[config.mk]
export PLATFORM = sky130hd
export DESIGN_NAME = hps_pixel_receiver
export DESIGN_NICKNAME = d
export VERILOG_FILES = /design/src/rtl/hps_pixel_receiver.sv
export SDC_FILE = /design/constraint.sdc
export NUM_CORES = 1
export LEC_CHECK = 0
export BUFFER_PORTS_ARGS = -buffer_cell sky130_fd_sc_hd__buf_2
export CAP_MARGIN = 20
export CELL_PAD_IN_SITES_DETAIL_PLACEMENT = 0
export CELL_PAD_IN_SITES_GLOBAL_PLACEMENT = 1
export CORE_UTILIZATION = 45
export DETAILED_ROUTE_END_ITERATION = 16
export HOLD_SLACK_MARGIN = 0.12
export PLACE_DENSITY_LB_ADDON = 0.1
export SETUP_SLACK_MARGIN = 0.3
export SYNTH_ARGS = -nofsm -noshare
export SYNTH_HDL_FRONTEND = slang
export SYNTH_SLANG_ARGS = --single-unit
[constraint.sdc]
create_clock -name clk -period 12.69 [get_ports clk]
set_input_delay 1.269 -clock clk [delete_from_list [all_inputs] [get_ports clk]]
set_output_delay 1.269 -clock clk [all_outputs]
set_load 0.1 [all_outputs]
[src/rtl/hps_pixel_receiver.sv]
// hps_pixel_receiver: HPS Avalon-MM pixel sink feeding the SDRAM write FIFO; zero-wait reads, push to pix_wr in 1 cycle.
// waitrequest only while ACTIVE with the FIFO full and nothing popping; HPS_RX_RGB565_EN packs RGB888 to RGB565.
module hps_pixel_receiver #(
   parameter int FRAME_PIXELS = 307200,
   parameter int FIFO_DEPTH   = 16
) (
   input  logic        clk,
   input  logic        rst,
   input  logic [2:0]  address,
   input  logic        read,
   output logic [31:0] readdata,
   input  logic        write,
   input  logic [31:0] writedata,
   output logic        waitrequest,
   output logic [15:0] pix_out,
   output logic        pix_wr,
   input  logic        pix_wr_full,
   output logic        frame_start,
   output logic        frame_done
);
   localparam int              AW        = $clog2(FIFO_DEPTH);
   localparam int              LVL_W     = AW + 1;
   localparam logic [LVL_W-1:0] DEPTH_LVL = LVL_W'(FIFO_DEPTH);
   localparam logic [23:0]     FRAME_CNT = 24'(FRAME_PIXELS);

   typedef enum logic [1:0] {S_IDLE, S_ACTIVE, S_DRAIN, S_DONE} state_t;

   state_t           state_q, state_d;
   logic [15:0]      mem_q [FIFO_DEPTH];
   logic [LVL_W-1:0] wr_ptr_q, wr_ptr_d, rd_ptr_q, rd_ptr_d;
   logic [LVL_W-1:0] level;
   logic             fifo_empty, fifo_full;
   logic [23:0]      cnt_q, cnt_d;
   logic             err_idle_q, err_idle_d, err_over_q, err_over_d;
   logic             frame_start_q;
   logic             streaming, pix_req, ctl_wr, start_cmd, abort_cmd, push, pop;
   logic [15:0]      push_dat;
   logic [31:0]      status;

`ifdef HPS_RX_RGB565_EN
   logic unused_wd;
   assign unused_wd = ^{writedata[31:24], writedata[18:16], writedata[9:8], writedata[2:0]};
   assign push_dat  = {writedata[23:19], writedata[15:10], writedata[7:3]};
`else
   logic unused_wd;
   assign unused_wd = ^writedata[31:16];
   assign push_dat  = writedata[15:0];
`endif

   // Pointers carry one extra wrap bit so full and empty differ without a separate flag.
   assign level       = wr_ptr_q - rd_ptr_q;
   assign fifo_empty  = (level == '0);
   assign fifo_full   = (level == DEPTH_LVL);
   assign streaming   = (state_q == S_ACTIVE) || (state_q == S_DRAIN);

   assign pix_wr      = !fifo_empty && !pix_wr_full && streaming;
   assign pop         = pix_wr;
   assign pix_out     = fifo_empty ? 16'h0000 : mem_q[rd_ptr_q[AW-1:0]];

   assign waitrequest = write && (address == 3'd0) && (state_q == S_ACTIVE) && fifo_full && !pix_wr;
   assign pix_req     = write && (address == 3'd0) && !waitrequest;
   assign ctl_wr      = write && (address == 3'd1);
   assign abort_cmd   = ctl_wr && writedata[1];
   assign start_cmd   = ctl_wr && writedata[0] && !writedata[1];
   assign push        = pix_req && (state_q == S_ACTIVE) && (cnt_q < FRAME_CNT);

   assign frame_start = frame_start_q;
   assign frame_done  = (state_q == S_DONE);

   always_comb begin
      state_d    = state_q;
      wr_ptr_d   = wr_ptr_q;
      rd_ptr_d   = rd_ptr_q;
      cnt_d      = cnt_q;
      err_idle_d = err_idle_q;
      err_over_d = err_over_q;
      if (abort_cmd) begin
         state_d  = S_IDLE;
         rd_ptr_d = wr_ptr_q;
         cnt_d    = '0;
      end else if (start_cmd) begin
         state_d    = S_ACTIVE;
         rd_ptr_d   = wr_ptr_q;
         cnt_d      = '0;
         err_idle_d = 1'b0;
         err_over_d = 1'b0;
      end else begin
         if (pop) begin
            rd_ptr_d = rd_ptr_q + LVL_W'(1);
         end
         if (push) begin
            wr_ptr_d = wr_ptr_q + LVL_W'(1);
            cnt_d    = cnt_q + 24'd1;
         end
         if (pix_req && (state_q != S_ACTIVE)) begin
            err_idle_d = 1'b1;
         end
         if (pix_req && (state_q == S_ACTIVE) && (cnt_q >= FRAME_CNT)) begin
            err_over_d = 1'b1;
         end
         // Leaving ACTIVE on the accepting edge keeps err_over a pure guard.
         case (state_q)
            S_ACTIVE: if (cnt_d >= FRAME_CNT) state_d = S_DRAIN;
            S_DRAIN:  if (fifo_empty) state_d = S_DONE;
            default:  ;
         endcase
      end
   end

   always_ff @(posedge clk) begin
      if (rst) begin
         state_q       <= S_IDLE;
         wr_ptr_q      <= '0;
         rd_ptr_q      <= '0;
         cnt_q         <= '0;
         err_idle_q    <= 1'b0;
         err_over_q    <= 1'b0;
         frame_start_q <= 1'b0;
      end else begin
         state_q       <= state_d;
         wr_ptr_q      <= wr_ptr_d;
         rd_ptr_q      <= rd_ptr_d;
         cnt_q         <= cnt_d;
         err_idle_q    <= err_idle_d;
         err_over_q    <= err_over_d;
         frame_start_q <= start_cmd;
      end
   end

   always_ff @(posedge clk) begin
      if (push) begin
         mem_q[wr_ptr_q[AW-1:0]] <= push_dat;
      end
   end

   always_comb begin
      status        = 32'h0;
      status[0]     = streaming;
      status[1]     = (state_q == S_DONE);
      status[2]     = fifo_full;
      status[3]     = err_idle_q;
      status[4]     = err_over_q;
      status[15:8]  = 8'(level);
      readdata      = 32'h0;
      if (read) begin
         case (address)
            3'd2:    readdata = status;
            3'd3:    readdata = {8'h00, cnt_q};
            default: readdata = 32'h0;
         endcase
      end
   end

endmodule

==> results.json <==
{
  "ys_ff_latch": 299,
  "dominantRegCellSynth": "edfxtp_1",
  "max-vdd-ir-drop_uv": 97.7,
  "drive_gt1_share_pct": 29.6,
  "syn_to_final_growth_pct": 14.5,
  "finClkSkew_ps": 18.9,
  "grt_remaining_overflow": 0,
  "ant_nets": 0,
  "fp.dieH_um": 168,
  "max_slew_margin_pct": 33.5,
  "fin_nets": 846,
  "gp_congestion": 0.776,
  "crit_arrival_ps": 3550,
  "grt_pass1_vias": 6797,
  "die_area_um2": 28100,
  "crit_type": "reg -> out",
  "required_ps": 11420,
  "final_cell_mix": "edfxtp_1, mux4_2, buf_2",
  "power.density_nw_per_um2": 170,
  "rsz0062_at_grt": "false",
  "cpPeakStageDelay_ps": 820,
  "place_inst": 1097,
  "htree_levels": 1,
  "die_w_um": 168,
  "slowest_stage": "buf_4",
  "cp-start-kind": "flip-flop",
  "nFillCells": 2157,
  "maxCapViolations": 0,
  "period_share_pct": 38.0,
  "wl_mm": 26.4,
  "cts_sinks": 299,
  "post-place-ws_ps": 8280,
  "synth_top_area_share_pct": 62.3,
  "setup_slack_ps": 7870,
  "crit_top_cell": "mux4_2",
  "io_buffers": 67,
  "antenna_found_initial": 1,
  "fin_crit_ps": 4820,
  "clk_pin_slew_worst_paths_ps": 60,
  "synth.distinct_cells": 53,
  "yosysTopAreaCell": "edfxtp_1",
  "tightest_slew_ps": 992,
  "switching_share_pct": 29.6,
  "stdcell_count": 1157,
  "clkPwrFrac_pct": 35.8,
  "numCtsBuffers": 31,
  "timing.fmax_ghz": 0.207,
  "path_buf_inv": 2,
  "cp_max_fo": 47,
  "final_hold_viol_count": 0,
  "cts_tree": "built",
  "switchingPower_mw": 0.712,
  "hold_slack_ps": 473,
  "finalInstanceArea_um2": 14100,
  "initial_core_util_pct": 45.8,
  "cts_resized": 0,
  "synth_area_um2": 12300,
  "mostFrequentLayoutCell": "edfxtp_1",
  "synthTopCellsByArea": "edfxtp_1, mux4_2, dfxtp_1",
  "cp_cell_sequence": "buf_4 > mux4_2 > mux4_2 > nor2b_1 > buf_2",
  "wire_per_inst_um": 22.8,
  "power_mw": 2.41,
  "clkLatencyLatePin_ps": 570,
  "pwr-share-comb_pct": 19.2,
  "via_per_inst": 5.61,
  "setup-violations-final": 0,
  "p_seq_share_pct": 45.0,
  "drt-initial-drc-count": 449,
  "syn_inst": 706,
  "postCtsHoldBufs": 0,
  "maxSlewViolCount": 0,
  "fin_util_pct": 52.5,
  "synth_edf_count": 256,
  "end_kind": "primary output",
  "ys_seq_area_share_pct": 69.3,
  "dp_hpwl_mm": 15.8,
  "avgSynthCellArea_um2": 17.5,
  "regArea_um2": 8550,
  "multiInputGateArea_um2": 3620,
  "async_flop_share_pct": 0,
  "cts_setup_buffers": 0,
  "internal_power_mw": 1.69,
  "grt_pass1_wl_mm": 40.4,
  "cts_root_buffer": "clkbuf_16",
  "grt_use_total_pct": 19.4,
  "crit_family": "buffers and inverters",
  "placementRows": 60,
  "cts_buffer_depth": 3,
  "io_pins": 92,
  "core_region_area_um2": 27000,
  "dr.pass1.iters": 6,
  "hold_class": "reg -> reg",
  "grt_max_degree": 65,
  "vias": 6495,
  "setup_tns_ps": 0,
  "leakagePower_nw": 4.67,
  "place_area_um2": 13100,
  "drc": 0,
  "status": "finished clean",
  "synth_warnings": 0
}
==> logic make-up after synthesis <==
group                    count (synthesis)  share of synthesized area (%)
AO/OA/AOI/OAI                           36                           2.01
XOR/XNOR                                30                           2.19
adder cells (fa/ha/maj)                 15                           1.58
buffers and inverters                   58                           2.02
flip-flops                             299                           69.3
multiplexers                            84                           14.9
other                                    1                         0.0304
AND/OR/NAND/NOR                        183                           7.98
==> worst reg2reg max path, delay by kind of cell (launching register included) <==
kind | cells | cell delay [ps]
DFF | 1 | 460
buffers and inverters | 3 | 750
and+or+nand+nor | 5 | 1480
xor gates and xnor gates | 1 | 350
AOI/OAI and AO/OA | 1 | 110
adders and majority gates | 2 | 640
==> layout make-up <==
type	instances	share of cell area (%)
multi-input cells	356	25.6
clock buffers	45	5.93
diodes	1	0.0177
repair buffers	91	3.73
clock inverters	12	0.876
well taps	341	3.02
flip-flops and latches	299	60.5
inverters	12	0.319
==> layer usage <==
metal  track usage [%]  vias up  part of all wire, %
li1                  -     2913                    -
met1              27.8     3376                   45
met2              31.2      167                   48
met3              2.53       39                  4.9
met4              5.50        0                  2.2
met5                 0        -                    0
==> power groups by stage <==
| stage | sequential (mW) | clock (mW) | combinational, mW |
|---|---|---|---|
| 6_report | 1.08 | 0.861 | 0.462 |
| 5_1_grt | 1.09 | 0.919 | 0.487 |
| 4_1_cts | 1.09 | 0.876 | 0.468 |
| 3_5_place_dp | 1.11 | 0 | 0.467 |
| 3_3_place_gp | 1.11 | 0 | 0.463 |
| 2_1_floorplan | 1.10 | 0 | 0.387 |
==> path summary, 6_finish.rpt <==
kind	startpoint	to	slack (ps)	cells past startpoint
worst max-delay path	flip-flop	pix_out[15]	7870	5
worst min-delay path	cnt_q[19]	cnt_q[19]	470	1
worst min register to register	cnt_q[19]	cnt_q[19]	470	1
worst max register to register	wr_ptr_q[0]	mem_q[1][13]	8600	12
==> synth_stat cells (2+ instances only) <==
library cell	instances
edfxtp_1	256
mux4_2	80
nor2_1	54
dfxtp_1	43
clkbuf_1	28
nor2b_1	25
nand2_1	20
and3_1	17
xor2_1	16
ha_1	14
xnor2_1	13
and2_1	12
inv_1	12
nand3_1	10
nor3_1	10
buf_1	9
nand4_1	9
buf_4	8
a211oi_1	7
o21ai_0	7
a21oi_1	6
a22oi_1	5
nand2b_1	5
mux2i_1	4
or3_1	3
and3b_1	2
nand3b_1	2
nor3_2	2
nor4_2	2
o21a_1	2
==> registers in the layout, summed over array words and instances, names as in the netlist, named ones only <==
signal / flops
cnt_q: 24
err_idle_q: 1
err_over_q: 1
frame_start: 1
mem_q: 256
rd_ptr_q: 5
state_q: 2
wr_ptr_q: 5
Note: power is estimated with default switching activity, not from simulation.
